`src/rtl/nfu_serial_ctrl.sv`:
```
// Job sequencer for the bit-serial NFU-1-2 array: per-brick synapse load, MSB-first
// neuron bit-slice issue, adder-tree drain and NBout read/write strobes.
module nfu_serial_ctrl #(
  parameter int Tw       = 16,
  parameter int KW       = 8,
  parameter int PIPE_LAT = 1
) (
  input  logic          clk,
  input  logic          reset,
  input  logic          i_start,
  input  logic [4:0]    i_precision,
  input  logic [KW-1:0] i_num_bricks,
  input  logic          i_max,
  input  logic          i_fc,
  input  logic          i_sb_avail,
  input  logic          i_nb_avail,
  output logic          o_sb_rd,
  output logic          o_nb_rd,
  output logic [Tw-1:0] o_load,
  output logic          o_first_cycle,
  output logic [4:0]    o_bit_idx,
  output logic          o_nbout_rd,
  output logic          o_max,
  output logic          o_nbout_wr,
  output logic          o_busy,
  output logic          o_done
);

  localparam int WW = (Tw > 1) ? $clog2(Tw) : 1;
  localparam int DW = $clog2(PIPE_LAT + 2);

  typedef enum logic [2:0] {IDLE, LOAD, BITS, DRAIN, DONE} state_t;

  state_t        state;
  logic [4:0]    p_cfg;
  logic [KW-1:0] k_cfg;
  logic          max_cfg;
  logic          fc_cfg;
  logic [KW-1:0] k;
  logic [4:0]    b;
  logic [DW-1:0] d;
  logic [WW-1:0] w;
  logic          fc_loaded;

  logic          conv_go, fc_fire, fc_last, fc_go, bits_last, drain_last;
  logic [KW-1:0] k_nxt;

  // Every strobe is the current state ANDed with at most the avail inputs.
  assign conv_go    = (state == LOAD) && !fc_cfg && i_sb_avail && i_nb_avail;
  assign fc_fire    = (state == LOAD) && fc_cfg && !fc_loaded && i_sb_avail;
  assign fc_last    = fc_fire && (w == WW'(Tw - 1));
  assign fc_go      = (state == LOAD) && fc_cfg && (fc_loaded || fc_last) && i_nb_avail;
  assign bits_last  = (state == BITS) && (b == 5'(p_cfg - 5'd1));
  assign drain_last = (state == DRAIN) && (d == DW'(PIPE_LAT));
  assign k_nxt      = k + KW'(1);

  always_comb begin
    o_load = '0;
    if (conv_go)      o_load = '1;
    else if (fc_fire) o_load = Tw'(1) << w;
  end

  assign o_sb_rd       = conv_go || fc_fire;
  assign o_nb_rd       = (state == BITS);
  assign o_bit_idx     = (state == BITS) ? b : 5'd0;
  assign o_first_cycle = (state == BITS) && (b == 5'd0);
  assign o_nbout_rd    = o_first_cycle;
  assign o_nbout_wr    = drain_last;
  assign o_max         = drain_last && max_cfg;
  assign o_busy        = (state != IDLE);
  assign o_done        = (state == DONE);

  always_ff @(posedge clk or posedge reset) begin
    if (reset) begin
      state     <= IDLE;
      p_cfg     <= '0;
      k_cfg     <= '0;
      max_cfg   <= 1'b0;
      fc_cfg    <= 1'b0;
      k         <= '0;
      b         <= '0;
      d         <= '0;
      w         <= '0;
      fc_loaded <= 1'b0;
    end else begin
      case (state)
        IDLE: if (i_start) begin
          p_cfg     <= (i_precision == 5'd0 || i_precision > 5'd16) ? 5'd16 : i_precision;
          k_cfg     <= i_num_bricks;
          max_cfg   <= i_max;
          fc_cfg    <= i_fc;
          k         <= '0;
          w         <= '0;
          fc_loaded <= 1'b0;
          state     <= (i_num_bricks == '0) ? DONE : LOAD;
        end
        LOAD: begin
          if (fc_fire) w <= w + WW'(1);
          if (fc_last) fc_loaded <= 1'b1;
          if (conv_go || fc_go) begin
            b     <= '0;
            state <= BITS;
          end
        end
        BITS: begin
          b <= b + 5'd1;
          if (bits_last) begin
            b     <= '0;
            d     <= '0;
            state <= DRAIN;
          end
        end
        DRAIN: begin
          d <= d + DW'(1);
          if (drain_last) begin
            // k never exceeds K, so K = 2^KW-1 terminates without wrap.
            k         <= k_nxt;
            w         <= '0;
            fc_loaded <= 1'b0;
            state     <= (k_nxt == k_cfg) ? DONE : LOAD;
          end
        end
        DONE:    state <= IDLE;
        default: state <= IDLE;
      endcase
    end
  end

endmodule

```
`config.mk`:
```
export PLATFORM = sky130hd
export DESIGN_NAME = nfu_serial_ctrl
export DESIGN_NICKNAME = d
export VERILOG_FILES = /design/src/rtl/nfu_serial_ctrl.sv
export SDC_FILE = /design/constraint.sdc
export NUM_CORES = 1
export LEC_CHECK = 0
export BUFFER_PORTS_ARGS = -buffer_cell sky130_fd_sc_hd__buf_2
export CAP_MARGIN = 20
export CORE_MARGIN = 2
export CORE_UTILIZATION = 50
export DETAILED_ROUTE_END_ITERATION = 12
export PLACE_DENSITY_LB_ADDON = 0.05
export SLEW_MARGIN = 20
export SYNTH_ARGS = -nofsm -noshare
export SYNTH_HDL_FRONTEND = slang
export SYNTH_SLANG_ARGS = --single-unit
```
`constraint.sdc`:
```
create_clock -name clk -period 1.9 [get_ports clk]
set_input_delay 0.19 -clock clk [delete_from_list [all_inputs] [get_ports clk]]
set_output_delay 0.19 -clock clk [all_outputs]
set_load 0.02 [all_outputs]
```
# [Word level (Yosys, flattened, before mapping)]
# Index checks and enable logic that the tools add are counted.
[op_classes] order_cmp=1 n_shift=1 eq_ne=14 n_reduce_logical=35 n_addsub=5 mux=27
[ops] op="$mux 16" count=2
[ops] op="$mux 5" count=4
[ops] op="$mux 3" count=6
[ops] op="$mux 8" count=2
[ops] op="$pmux 8 s2" count=1
[ops] op="$shl 1x4->16 const A" count=1
[ops] op="$logic_and 1x1->1" count=13
[ops] op="$mux 4" count=3
[ops] op="$pmux 3 s4" count=1
[ops] op="$pmux 4 s3" count=1
[ops] op="$reduce_and 4->1" count=3
[ops] op="$logic_not 5->1" count=2
[ops] op="$pmux 5 s2" count=1
[ops] op="$add 8x1->8 const B" count=1
[ops] op="$eq 8x8->1" count=1
[ops] op="$logic_not 8->1" count=1
[ops] op="$ne 2x2->1 const B" count=4
[ops] op="$eq 3x2->1 const B" count=2
[ops] op="$reduce_and 2->1" count=3
[ops] op="$reduce_bool 2->1" count=3
[ops] op="$reduce_bool 3->1" count=2
[ops] op="$add 5x1->5 const B" count=1
[ops] op="$eq 5x5->1" count=1
[ops] op="$gt 5x5->1 const B" count=1
[ops] op="other kinds (16)" count=23
[word_totals] in_bits=20 word_cells=93 reg_bits=38 out_inout_bits=29

# [Logic depth before layout (Yosys ltp)]
[logic_depth] depth_word=11 mapped_depth=8 mapped_depth_nobuf=8

# [Worst setup path before layout]
# OpenSTA, ideal clock, no wires.
[synth_timing] kind="reg-to-reg" start="register p_cfg[0]" end="register b[4]" setup_ns=0.121 n_path_buf=0 arrival_ns=1.936 setup_slack_ns=-0.157 t_required_ns=1.779 path_stages_with_launch=9 period_less_slack_ns=2.057 path_cell_list="dfrtp_1 inv_1 ha_1 o21ba_1 a221o_1 a211oi_1 nor3_2 a21o_1 a22o_1"
[synth_via] elab_chain_len=5
[synth_lines] element="start: declaration" line="35" rtl="logic [4:0] p_cfg;"
[synth_lines] element="start signal: assignment" line="88" rtl="p_cfg <= (i_precision == 5'd0 || i_precision > 5'd16) ? 5'd16 : i_precision;"
[synth_lines] element="$sub 5x1->5" line="53" rtl="assign bits_last = (state == BITS) && (b == 5'(p_cfg - 5'd1));"
[synth_lines] element="$eq 5x5->1" line="53"
[synth_lines] element="$logic_and 1x1->1" line="53"
[synth_lines] element="$mux 5" line="107" rtl="if (bits_last) begin"
[synth_lines] element="$pmux 5 s2" line="86" rtl="case (state)"
[synth_lines] element="end signal: assignment" line="106" rtl="b <= b + 5'd1;"
[synth_lines] element="end: declaration" line="40" rtl="logic [4:0] b;"
# No other way between the ends.
# A chain may end at the register's enable or synchronous reset.

# [Worst setup path after layout]
[layout_timing] start="register state[2]" end="output port o_load[0]"
[layout_via] elab_chain_len=6 word_cells_on_any_way=9 classes_between="1 x eq/ne; 2 x mux; 6 x reduce/logical"
[layout_lines] element="start: declaration" line="34" rtl="state_t state;"
[layout_lines] element="start signal: assignment" line="95" rtl="state <= (i_num_bricks == '0) ? DONE : LOAD;"
[layout_lines] element="start signal: assignment" line="120" rtl="state <= (k_nxt == k_cfg) ? DONE : LOAD;"
[layout_lines] element="$eq 3x1->1 *" line="49, 50"
[layout_lines] element="$logic_and 1x1->1 (3 in series)" line="50" rtl="assign fc_fire = (state == LOAD) && fc_cfg && !fc_loaded && i_sb_avail;"
[layout_lines] element="$mux 16" line="60" rtl="else if (fc_fire) o_load = Tw'(1) << w;"
[layout_lines] element="$mux 16 *" line="59" rtl="if (conv_go) o_load = '1;"
[layout_lines] element="end: declaration" line="19" rtl="output logic [Tw-1:0] o_load,"
# Every way passes the cells marked *; elsewhere a longest branch is shown, timed or not.

==> impl_results.md <==
- Synth warnings: 0
- Critical-path top delay cell: or3b_4
- Min-delay worst type: in -> async
- Routed wl met3: 321 um
- Slew Limit Fails: 0
- Post-synth EDFFs: 0
- Final Setup Violations: 25
- Post-Synthesis Cells: 279
- Ys flop type: dfrtp_1
- Max-Cap Viols: 0
- Vias in the first global route: 2091
- Fin cells: 438
- Starting Density: 52.4%
- Placed insts: 413
- Max VDD drop: 0.000698 V
- Switching portion of total power: 39.6%
- Vias/cell: 5.43
- Hold buffer count at CTS: 0
- Chip Width: 74.9 um
- Worst setup EP type: output pin
- Final Hold Vio Count: 3
- Power per standard cell area: 1360 mW/mm^2
- Register area share after synthesis: 37.9%
- Worst path required time: 1.71 ns
- Vias post-DR: 2378
- Antenna cells: 0
- Starting DRT DRC Count: 95
- Leak pwr: 1.74 nW
- Worst slew pin tran: 0.498 ns
- Longest Clk Path Bufs: 2
- Final min period: 2.14 ns
- Area grow syn2layout: 44.4%
- Slew HR: 66.8%
- Largest area contributor in the netlist: dfrtp_1
- RR Startpoint: state[2]
- Post-route clock skew: 0.00209 ns
- First-pass GRT wire length: 9640 um
- Met2 wire len: 3220 um
- Clock sink count: 38
- Status: finished, violations left
- Sequential share of power: 27.0%
- Mapped Area: 0.00251 mm^2
- CP arrival: 1.95 ns
- Pre-CTS worst setup slack: -0.0697 ns
- Synth cell types: 48
- Gr usage total: 22.6%
- Psw: 1.95 mW
- Crit-path max cell delay: 0.41 ns
- Syn_nets: 311
- M1 WL: 2700 um
- CP Buf/Inv Count: 1
- Post-route ant nets: 0
- CP Cell Sequence: or3b_4, or3_4, nor3_4, a21o_1, buf_6
- Layout cells sized above 1: 39.1%
- Post-route DRC: 0
- Final Total Pwr: 4.92 mW
- Die Area: 0.00560 mm^2
- Setup ws final: -0.239 ns
- Failing checks: hold timing, setup timing
- Internal Power: 2.97 mW
- Clock share of power: 16.8%
- Grt total ovfl: 0
- Combinational power share: 56.2%
- Root Driver: clkbuf_8
- Worst-skew pair later-pin latency: 0.29 ns
- First-pass detailed-route iteration total: 4
- Chip height: 74.9 um
- Yosys top cell area share: 37.9%
- RR Endpoint: b[4]
- Rows: 25
- Crit path max fanout: 3
- Startpoint Class: flop
- Max frequency: 0.468 GHz
- RD Place Congestion: 0.838
- RSZ-0062 raised after global routing: true
- DRT Wirelength: 6350 um
- Total Nets Final: 402
- Synth Area per Inst: 9.00 um^2
- Core Footprint: 0.00479 mm^2
- Top post-synthesis cells by area: dfrtp_1, ha_1, mux2_2
- I/O Buffers: 48
- Num ports: 49
- Initial antenna violation count: 0
- Crit path max-delay family: simple AND/OR/NAND/NOR gates
- CTS tree: built
- Post-DP HPWL: 4290 um
- Post-layout util: 75.7%
- Avg WL per Cell: 14.5 um
- CP Class: reg -> out
- Top sig layer: met4
- Depth of the worst register-to-register path: 8
- R2R Setup Slk: -0.18 ns
- CTS buffer count: 5
- CTS H-tree depth: 2
- Largest net degree at the start of global routing: 39
- Clk slew on worst S/H paths: 0.08 ns
- Async S/R FF share, synth: 100%
- Fin crit share: 113%
- Hold_ws: -0.00131 ns
- Flip-flop and latch count after synthesis: 38
## state kept, by name, summed over array words and instances (netlist names)
signal     cells
d              2
k_cfg          8
max_cfg        1
fc_loaded      1
w              4
state          3
fc_cfg         1
k              8
b              5
p_cfg          5
## power groups by stage
stage | combinational (mW) | sequential (mW) | clock, mW
after floorplan | 1.56 | 1.29 | 0
after global placement | 2.14 | 1.32 | 0
after detailed placement | 2.18 | 1.33 | 0
after CTS | 2.48 | 1.32 | 0.848
after global routing | 3.02 | 1.37 | 0.873
final | 2.77 | 1.33 | 0.828
## placed cells by master (no fill, tap or decap), types with 6 or more instances in the layout
cell	instances
buf_4	45
dfrtp_1	38
nand2_1	29
buf_2	28
buf_6	22
o21ai_0	16
nor2_1	15
inv_1	14
nand3_1	13
a21o_1	11
xor2_1	10
mux2_2	10
ha_1	10
xnor2_1	9
nor3_1	6
a22o_1	6
a31o_4	6
## synth_stat cells, types with 3 or more instances
cell type	number
nand2_1	29
a22o_1	6
and2_1	6
dfrtp_1	38
nor2_1	18
nor3_1	7
o21ai_0	21
ha_1	12
xor2_1	10
a21o_1	11
buf_2	3
a31o_2	6
mux2_2	10
nand2b_1	5
nand3_1	14
xnor2_1	9
o31a_1	3
inv_1	17
a21oi_1	6
clkbuf_1	8
## worst min-delay path, cell delays in order
cell,delay (ns)
buf_2,0.09
inv_1,0.04
buf_4,0.42
## metrics by stage
stage | TNS, ns | area (um^2)
6_report | -3.97 | 3620
5_1_grt | -5.92 | 3620
4_1_cts | -3.66 | 3440
3_5_place_dp | -0.412 | 3070
3_3_place_gp | -0.140 | 3070
2_1_floorplan | -0.443 | 2570
## metal layers
layer	track usage [%]	up-vias
met2	37.7	70
met5	0	-
met1	29.5	1124
met4	7.74	0
li1	-	1174
met3	4.15	10
## worst max-delay path by stage
| stage | end | start | depth (start not counted) |
|---|---|---|---|
| finish | o_load[0] | state[2] | 5 |
| global route | o_load[7] | state[2] | 5 |
| CTS | o_load[5] | state[2] | 5 |
| detailed placement | b[4] | p_cfg[0] | 8 |
| global placement | b[4] | p_cfg[0] | 8 |
| floorplan | o_load[3] | state[2] | 6 |
## cell families after synthesis
kind of cell	count (synthesis)	synth area share [%]
buffers and inverters	29	4.64
and+or+nand+nor	98	19.6
DFF	38	37.9
AOI/OAI and AO/OA	70	19.6
adders and majority gates	13	6.38
xor gates and xnor gates	19	6.63
muxes	12	5.28
## cell type report
| cell class | instances | area [um^2] |
|---|---|---|
| Multi-Input combinational cell | 212 | 1640 |
| Clock inverter | 3 | 68.8 |
| Sequential cell | 38 | 951 |
| Clock buffer | 5 | 68.8 |
| Timing Repair Buffer | 96 | 746 |
| Fill cell | 351 | 1160 |
| Tap cell | 67 | 83.8 |
| Inverter | 17 | 66.3 |
## repair_timing
item,4_1_cts,5_1_grt
pin swaps,23,16
gates cloned,1,0
gates resized for setup,55,26
endpoints found under the setup margin,26,32
setup buffers,9,8
(Power assumes the default switching activity.)
